==> src/rtl/idli_pkg.sv <==
// Shared idli core types: the SQI nibble plus the UART controller's state,
// parity and RX FIFO entry types and its parity helper.
package idli_pkg;

  typedef logic [3:0] sqi_data_t;

  typedef enum logic [1:0] {
    UART_PAR_NONE = 2'd0,
    UART_PAR_EVEN = 2'd1,
    UART_PAR_ODD  = 2'd2
  } uart_parity_t;

  typedef enum logic [2:0] {
    TX_IDLE  = 3'd0,
    TX_HI    = 3'd1,
    TX_START = 3'd2,
    TX_DATA  = 3'd3,
    TX_PAR   = 3'd4,
    TX_STOP  = 3'd5
  } uart_tx_state_t;

  typedef enum logic [2:0] {
    RX_IDLE  = 3'd0,
    RX_START = 3'd1,
    RX_DATA  = 3'd2,
    RX_PAR   = 3'd3,
    RX_STOP  = 3'd4
  } uart_rx_state_t;

  typedef enum logic {
    OUT_LO = 1'b0,
    OUT_HI = 1'b1
  } uart_out_state_t;

  typedef struct packed {
    logic       err;
    logic [7:0] data;
  } uart_rx_entry_t;

  function automatic logic uart_parity(input logic [7:0] data, input uart_parity_t mode);
    return (^data) ^ (mode == UART_PAR_ODD);
  endfunction

endpackage

==> src/rtl/idli_uart_fifo_m.sv <==
// RX byte FIFO. A push while full only lands when a pop happens in the same
// cycle; otherwise the caller treats it as dropped.
module idli_uart_fifo_m
  import idli_pkg::*;
#(
  parameter int DEPTH = 4
) (
  input  logic           clk_i,
  input  logic           rst_i,
  input  logic           push_i,
  input  uart_rx_entry_t data_i,
  input  logic           pop_i,
  output logic           full_o,
  output logic           empty_o,
  output uart_rx_entry_t head_o
);

  localparam int AW = $clog2(DEPTH);
  localparam int CW = AW + 1;

  uart_rx_entry_t mem_q [DEPTH];
  logic [AW-1:0]  wr_q;
  logic [AW-1:0]  rd_q;
  logic [CW-1:0]  cnt_q;
  logic           wr_en_s;
  logic           rd_en_s;

  assign empty_o = (cnt_q == '0);
  assign full_o  = (cnt_q == CW'(DEPTH));
  assign rd_en_s = pop_i && !empty_o;
  assign wr_en_s = push_i && (!full_o || rd_en_s);
  assign head_o  = mem_q[rd_q];

  always_ff @(posedge clk_i) begin
    if (wr_en_s) begin
      mem_q[wr_q] <= data_i;
    end
  end

  always_ff @(posedge clk_i) begin
    if (rst_i) begin
      wr_q  <= '0;
      rd_q  <= '0;
      cnt_q <= '0;
    end else begin
      if (wr_en_s) begin
        wr_q <= wr_q + AW'(1);
      end
      if (rd_en_s) begin
        rd_q <= rd_q + AW'(1);
      end
      case ({wr_en_s, rd_en_s})
        2'b10:   cnt_q <= cnt_q + CW'(1);
        2'b01:   cnt_q <= cnt_q - CW'(1);
        default: cnt_q <= cnt_q;
      endcase
    end
  end

endmodule

==> src/rtl/idli_uart_ctl_m.sv <==
// UART controller between the core's 4b low-then-high nibble bus and the
// serial pins: programmable bit period, optional parity, buffered RX.
module idli_uart_ctl_m
  import idli_pkg::*;
#(
  parameter int CLK_PER_BIT = 1,
  parameter int PARITY      = 0,
  parameter int STOP_BITS   = 1,
  parameter int RX_DEPTH    = 4
) (
  input  logic      i_uart_gck,
  input  logic      i_uart_rst,
  input  logic      i_uart_rx,
  output logic      o_uart_rx_vld,
  input  logic      i_uart_rx_acp,
  output sqi_data_t o_uart_rx,
  output logic      o_uart_rx_err,
  output logic      o_uart_rx_ovf,
  input  logic      i_uart_ovf_clr,
  input  sqi_data_t i_uart_tx,
  input  logic      i_uart_tx_vld,
  output logic      o_uart_tx_acp,
  output logic      o_uart_tx
);

  localparam uart_parity_t PAR_MODE = (PARITY == 2) ? UART_PAR_ODD :
                                      ((PARITY == 1) ? UART_PAR_EVEN : UART_PAR_NONE);
  localparam bit PAR_EN = (PAR_MODE != UART_PAR_NONE);
  localparam int CNT_W  = (CLK_PER_BIT > 1) ? $clog2(CLK_PER_BIT) : 1;
  localparam logic [CNT_W-1:0] CNT_ONE   = CNT_W'(1);
  localparam logic [CNT_W-1:0] BIT_LOAD  = CNT_W'(CLK_PER_BIT - 1);
  // Lands the start-bit resample in the middle of the start bit.
  localparam logic [CNT_W-1:0] HALF_LOAD = CNT_W'((CLK_PER_BIT > 1) ? (CLK_PER_BIT / 2) - 1 : 0);
  localparam logic [2:0]       STOP_LOAD = 3'(STOP_BITS - 1);

  uart_tx_state_t   tx_state_q;
  logic [CNT_W-1:0] tx_cnt_q;
  logic [2:0]       tx_idx_q;
  logic [7:0]       tx_data_q;
  logic             tx_q;
  logic             tx_acp_q;

  uart_rx_state_t   rx_state_q;
  logic [CNT_W-1:0] rx_cnt_q;
  logic [2:0]       rx_idx_q;
  logic [7:0]       rx_data_q;
  logic             rx_par_err_q;
  logic             rx_push_s;
  uart_rx_entry_t   rx_entry_s;

  uart_out_state_t  out_q;
  logic             ovf_q;
  logic             pop_s;
  logic             drop_s;
  logic             fifo_full_s;
  logic             fifo_empty_s;
  uart_rx_entry_t   fifo_head_s;

  // TX framing; tx_idx_q counts data bits, then remaining stop bits.
  always_ff @(posedge i_uart_gck) begin
    if (i_uart_rst) begin
      tx_state_q <= TX_IDLE;
      tx_cnt_q   <= '0;
      tx_idx_q   <= 3'd0;
      tx_data_q  <= 8'h00;
      tx_q       <= 1'b1;
      tx_acp_q   <= 1'b1;
    end else begin
      case (tx_state_q)
        TX_IDLE: begin
          if (i_uart_tx_vld) begin
            tx_data_q[3:0] <= i_uart_tx;
            tx_state_q     <= TX_HI;
          end
        end
        TX_HI: begin
          tx_data_q[7:4] <= i_uart_tx;
          tx_state_q     <= TX_START;
          tx_q           <= 1'b0;
          tx_acp_q       <= 1'b0;
          tx_cnt_q       <= BIT_LOAD;
        end
        TX_START: begin
          if (tx_cnt_q == '0) begin
            tx_state_q <= TX_DATA;
            tx_q       <= tx_data_q[0];
            tx_idx_q   <= 3'd0;
            tx_cnt_q   <= BIT_LOAD;
          end else begin
            tx_cnt_q <= tx_cnt_q - CNT_ONE;
          end
        end
        TX_DATA: begin
          if (tx_cnt_q == '0) begin
            tx_cnt_q <= BIT_LOAD;
            if (tx_idx_q != 3'd7) begin
              tx_idx_q <= tx_idx_q + 3'd1;
              tx_q     <= tx_data_q[tx_idx_q + 3'd1];
            end else if (PAR_EN) begin
              tx_state_q <= TX_PAR;
              tx_q       <= uart_parity(tx_data_q, PAR_MODE);
            end else begin
              tx_state_q <= TX_STOP;
              tx_q       <= 1'b1;
              tx_idx_q   <= STOP_LOAD;
            end
          end else begin
            tx_cnt_q <= tx_cnt_q - CNT_ONE;
          end
        end
        TX_PAR: begin
          if (tx_cnt_q == '0) begin
            tx_state_q <= TX_STOP;
            tx_q       <= 1'b1;
            tx_idx_q   <= STOP_LOAD;
            tx_cnt_q   <= BIT_LOAD;
          end else begin
            tx_cnt_q <= tx_cnt_q - CNT_ONE;
          end
        end
        TX_STOP: begin
          if (tx_cnt_q != '0) begin
            tx_cnt_q <= tx_cnt_q - CNT_ONE;
          end else if (tx_idx_q == 3'd0) begin
            tx_state_q <= TX_IDLE;
            tx_acp_q   <= 1'b1;
          end else begin
            tx_idx_q <= tx_idx_q - 3'd1;
            tx_cnt_q <= BIT_LOAD;
          end
        end
        default: begin
          tx_state_q <= TX_IDLE;
          tx_q       <= 1'b1;
          tx_acp_q   <= 1'b1;
        end
      endcase
    end
  end

  // RX framing with mid-bit sampling; a high line at the start resample is a glitch.
  always_ff @(posedge i_uart_gck) begin
    if (i_uart_rst) begin
      rx_state_q   <= RX_IDLE;
      rx_cnt_q     <= '0;
      rx_idx_q     <= 3'd0;
      rx_data_q    <= 8'h00;
      rx_par_err_q <= 1'b0;
    end else begin
      case (rx_state_q)
        RX_IDLE: begin
          if (!i_uart_rx) begin
            rx_idx_q     <= 3'd0;
            rx_par_err_q <= 1'b0;
            if (CLK_PER_BIT == 1) begin
              rx_state_q <= RX_DATA;
              rx_cnt_q   <= '0;
            end else begin
              rx_state_q <= RX_START;
              rx_cnt_q   <= HALF_LOAD;
            end
          end
        end
        RX_START: begin
          if (rx_cnt_q == '0) begin
            rx_cnt_q   <= BIT_LOAD;
            rx_state_q <= i_uart_rx ? RX_IDLE : RX_DATA;
          end else begin
            rx_cnt_q <= rx_cnt_q - CNT_ONE;
          end
        end
        RX_DATA: begin
          if (rx_cnt_q == '0) begin
            rx_data_q[rx_idx_q] <= i_uart_rx;
            rx_cnt_q            <= BIT_LOAD;
            if (rx_idx_q == 3'd7) begin
              rx_state_q <= PAR_EN ? RX_PAR : RX_STOP;
            end else begin
              rx_idx_q <= rx_idx_q + 3'd1;
            end
          end else begin
            rx_cnt_q <= rx_cnt_q - CNT_ONE;
          end
        end
        RX_PAR: begin
          if (rx_cnt_q == '0) begin
            rx_par_err_q <= i_uart_rx ^ uart_parity(rx_data_q, PAR_MODE);
            rx_cnt_q     <= BIT_LOAD;
            rx_state_q   <= RX_STOP;
          end else begin
            rx_cnt_q <= rx_cnt_q - CNT_ONE;
          end
        end
        RX_STOP: begin
          if (rx_cnt_q == '0) begin
            rx_state_q <= RX_IDLE;
          end else begin
            rx_cnt_q <= rx_cnt_q - CNT_ONE;
          end
        end
        default: rx_state_q <= RX_IDLE;
      endcase
    end
  end

  always_comb begin
    rx_push_s       = (rx_state_q == RX_STOP) && (rx_cnt_q == '0);
    rx_entry_s.err  = rx_par_err_q | ~i_uart_rx;
    rx_entry_s.data = rx_data_q;
  end

  assign pop_s  = (out_q == OUT_HI);
  assign drop_s = rx_push_s && fifo_full_s && !pop_s;

  idli_uart_fifo_m #(
    .DEPTH (RX_DEPTH)
  ) u_fifo (
    .clk_i   (i_uart_gck),
    .rst_i   (i_uart_rst),
    .push_i  (rx_push_s),
    .data_i  (rx_entry_s),
    .pop_i   (pop_s),
    .full_o  (fifo_full_s),
    .empty_o (fifo_empty_s),
    .head_o  (fifo_head_s)
  );

  // Core-side nibble sequencing; the head pops at the end of OUT_HI.
  always_ff @(posedge i_uart_gck) begin
    if (i_uart_rst) begin
      out_q <= OUT_LO;
    end else begin
      case (out_q)
        OUT_LO:  out_q <= (i_uart_rx_acp && !fifo_empty_s) ? OUT_HI : OUT_LO;
        OUT_HI:  out_q <= OUT_LO;
        default: out_q <= OUT_LO;
      endcase
    end
  end

  // Sticky overflow; a drop in the same cycle as a clear keeps it set.
  always_ff @(posedge i_uart_gck) begin
    if (i_uart_rst) begin
      ovf_q <= 1'b0;
    end else if (drop_s) begin
      ovf_q <= 1'b1;
    end else if (i_uart_ovf_clr) begin
      ovf_q <= 1'b0;
    end else begin
      ovf_q <= ovf_q;
    end
  end

  assign o_uart_tx     = tx_q;
  assign o_uart_tx_acp = tx_acp_q;
  assign o_uart_rx_vld = (out_q == OUT_LO) && !fifo_empty_s;
  assign o_uart_rx     = fifo_empty_s ? 4'h0 :
                         ((out_q == OUT_HI) ? fifo_head_s.data[7:4] : fifo_head_s.data[3:0]);
  assign o_uart_rx_err = o_uart_rx_vld && fifo_head_s.err;
  assign o_uart_rx_ovf = ovf_q;

endmodule

==> config.mk <==
export PLATFORM = sky130hd
export DESIGN_NAME = idli_uart_ctl_m
export DESIGN_NICKNAME = d
export VERILOG_FILES = /design/src/rtl/idli_pkg.sv /design/src/rtl/idli_uart_fifo_m.sv /design/src/rtl/idli_uart_ctl_m.sv
export SDC_FILE = /design/constraint.sdc
export NUM_CORES = 1
export LEC_CHECK = 0
export CAP_MARGIN = 20
export CORE_MARGIN = 2
export CORE_UTILIZATION = 63
export DETAILED_ROUTE_END_ITERATION = 16
export GPL_TIMING_DRIVEN = 0
export PLACE_DENSITY = 0.91
export SYNTH_ARGS = -nofsm -noshare
export SYNTH_HDL_FRONTEND = slang
export SYNTH_SLANG_ARGS = --single-unit
==> constraint.sdc <==
create_clock -name i_uart_gck -period 5.7 [get_ports i_uart_gck]
set_input_delay 1.14 -clock i_uart_gck [delete_from_list [all_inputs] [get_ports i_uart_gck]]
set_output_delay 1.14 -clock i_uart_gck [all_outputs]
set_load 0.01 [all_outputs]
==> key figures <==
Global route
  • GR Layer Usage met3: 0.0671
  • Peak-usage layer in the global routing report: met2
  • Met1 Use GR: 0.287
  • Via count of the first global-routing pass: 2069
  • Initial antenna violation count: 0
  • Largest net degree at the start of global routing: 13
  • Grt ovf: 0
  • Met2 Usage GRT: 0.357
  • First-pass GRT wire length: 10100 um
  • Total GRT Usage: 0.223

Critical path
  • Worst setup path class: reg -> out
  • Crit start category: flop
  • Worst stage delay on the critical path: ~0.55 ns
  • Critical path's top delay family: buffers and inverters
  • Worst Path Arrival: 2.24 ns
  • Critical Path RT: approximately 4.6 ns
  • Slowest stage cell, crit path: mux4_2
  • Crit path buf inv count: 2
  • CP Capture Type: output pin
  • Cell breakdown of the critical path: buf_2 > mux4_2 > a22o_2 > clkdlybuf4s50_1
  • Crit-path max FO: 9

CTS
  • CTS tree: built
  • # hold bufs at CTS: 0
  • Post-cts sizing count: 0
  • H-tree Lvls: 3
  • Num CTS Buffers: 9
  • CTS max path bufs: 2
  • Worst skew pair latency: 0.34 ns
  • TritonCTS Sinks: 76
  • Postcts setup bufs: 0
  • Root Buffer: clkbuf_8
  • Worst-path clk slew: 0.07 ns

Placement
  • DP HPWL: 4390 um
  • # port buffers: 16
  • Dpl cells: around 360
  • Final GP Congestion: 0.854

Power and ir drop
  • Sw frac: 0.230
  • Seq pwr share: 0.594
  • Comb power frac: 0.067
  • Power Density: 261 nW/um2
  • Internal power: 0.762 mW
  • Total leakage power: 1.31 nW
  • Clock network fraction of total power: 0.339
  • Sw power: 0.227 mW
  • VDD IR max: 0.199 mV

Floorplanning
  • DIE HEIGHT: between 70 and 80 um
  • Core area: roughly 5100 um2
  • Die outline area: around 6000 um2
  • Starting Density: 0.659
  • Die width: 77.3 um
  • Top Ports: 19
  • FP Rows: 26

Route
  • Aggregate routed wire length: 6220 um
  • Vias/cell: about 6
  • Post-route DRC: 0
  • DRT Pass-1 Iters: 4
  • DR iter-0 viols: 227
  • WL/cell: ~16 um
  • Via count: around 2200
  • Post-route ant nets: 0

Yosys
  • Yosys warns: 0
  • Dominant cell type by area after synthesis: edfxtp_1
  • Most common cell in the netlist: dfxtp_1
  • Synth unique cells: 50
  • Ys flop type: dfxtp_1
  • Commonest cells in the netlist: 40 x dfxtp_1, 36 x edfxtp_1, 30 x nor2_1
  • Synth top area cells: edfxtp_1 32%, dfxtp_1 24%, mux4_2 7.3%, mux2i_1 3.8%, ha_1 3.7%
  • Synth Instances: 278
  • Asr flop ratio synth: 0
  • Yosys reg bits: 76
  • Synth Cell Area: 3390 um2
  • Share of the synthesized area in the top cell type: 0.319
  • Syn nets: 299
  • Syn avg cell area: 12.2 um2
  • Sequential fraction of the synthesis area: 0.556
  • Post-synth EDFFs: 36

Finish
  • Share of cells above drive strength 1: 0.129
  • Final Core Density: 0.738
  • Area Growth Syn to Fin: 12.0%
  • Non-Filler Instances: 380
  • Diodes inserted: 0
  • Nets: 326

STA
  • Final Critical Period: 3.38 ns
  • Max-slew violations: 0
  • Worst-Margin Slew: 0.669 ns
  • Fin Hold WS: 0.476 ns
  • Final Hold Violating Endpoints: 0
  • TNS Setup: 0 ns
  • Finish-stage setup viols: 0
  • Tcrit/Tclk final: 0.592
  • Clock Skews: 0.00839 ns
  • RSZ-0062 raised after global routing: false
  • FMAX: 296 MHz
  • Worst slew margin: 0.553

Hold path
  • Worst min-delay path class: reg -> reg

Flow run
  • Max Cap Viol: 0

Status
  • Status: finished, final reports clean
## sequential cells by signal (all words and copies together), names as in the netlist, named ones only
register / flops
rx_data_q: 8
out_q: 1
u_fifo.rd_q: 2
tx_idx_q: 3
u_fifo.cnt_q: 3
o_uart_rx_ovf: 1
rx_state_q: 2
rx_idx_q: 3
u_fifo.wr_q: 2
o_uart_tx: 1
o_uart_tx_acp: 1
u_fifo.mem_q: 36
tx_data_q: 8
tx_state_q: 3
## power groups by stage
stage               combinational, mW  clock [mW]  sequential [mW]
floorplan                      0.0442           0            0.598
global placement               0.0646           0            0.598
detailed placement             0.0660           0            0.599
CTS                            0.0662       0.342            0.587
global route                   0.0727       0.366            0.589
finish                         0.0663       0.336            0.587
## placed cells by master, fill, tap and decap left out, drive strengths merged, types with 8 or more instances in the layout
master,instances
mux2i,13
ha,10
inv,8
nand2,15
nor2,30
a21oi,14
clkdlybuf4s50,16
o21ai,15
clkbuf,19
dfxtp,40
mux4,11
edfxtp,36
## final cells by class
class | instances | area, um2
tap | 70 | 87.6
fill | 346 | 1350
inverter | 9 | 33.8
timing repair buffer | 16 | 160
clock inverter | 6 | 31.3
sequential | 76 | 1880
clock buffer | 10 | 128
buffer | 15 | 82.6
multi-input combinational | 178 | 1390
## cells by family after synthesis
kind of cell,Yosys count,share of synthesized area
xor gates and xnor gates,5,0.0129
adders and majority gates,11,0.0429
buffers and inverters,24,0.0344
and+or+nand+nor,89,0.150
muxes,25,0.115
DFF,76,0.556
AOI/OAI and AO/OA,48,0.0898
## worst reg2reg max path, stage by stage (launching register included)
cell	delay, ns
dfxtp_1	0.49
o31a_1	0.20
buf_6	0.16
nand2_1	0.09
fa_1	0.48
nor4_4	0.29
a31oi_1	0.07
mux2_1	0.32
## per-layer routing
metal,vias to the layer above,part of all wire
li1,1076,-
met1,1073,0.43
met2,71,0.50
met3,9,0.050
met4,0,0.016
met5,-,0
## per-stage QoR
step                power, mW  worst slack, ns  instance area [um2]
floorplan               0.642             3.22                 3390
global placement        0.663             2.68                 3630
CTS                     0.995             2.29                 3790
finish                  0.989             2.32                 3790
detailed placement      0.665             2.67                 3630
global route             1.03             2.23                 3790
## final timing paths
path	startpoint	end	slack (ns)	depth (start not counted)
worst min-delay path	tx_data_q[6]$_SDFFE_PP0P_	tx_data_q[6]$_SDFFE_PP0P_	0.48	2
worst min register to register	tx_data_q[6]$_SDFFE_PP0P_	tx_data_q[6]$_SDFFE_PP0P_	0.48	2
worst max-delay path	flop	o_uart_rx[3]	2.32	4
worst max register to register	u_fifo.cnt_q[1]$_SDFFE_PP0P_	u_fifo.cnt_q[2]$_SDFFE_PP0P_	3.49	7
No activity file was read; power rests on OpenSTA's default activity.
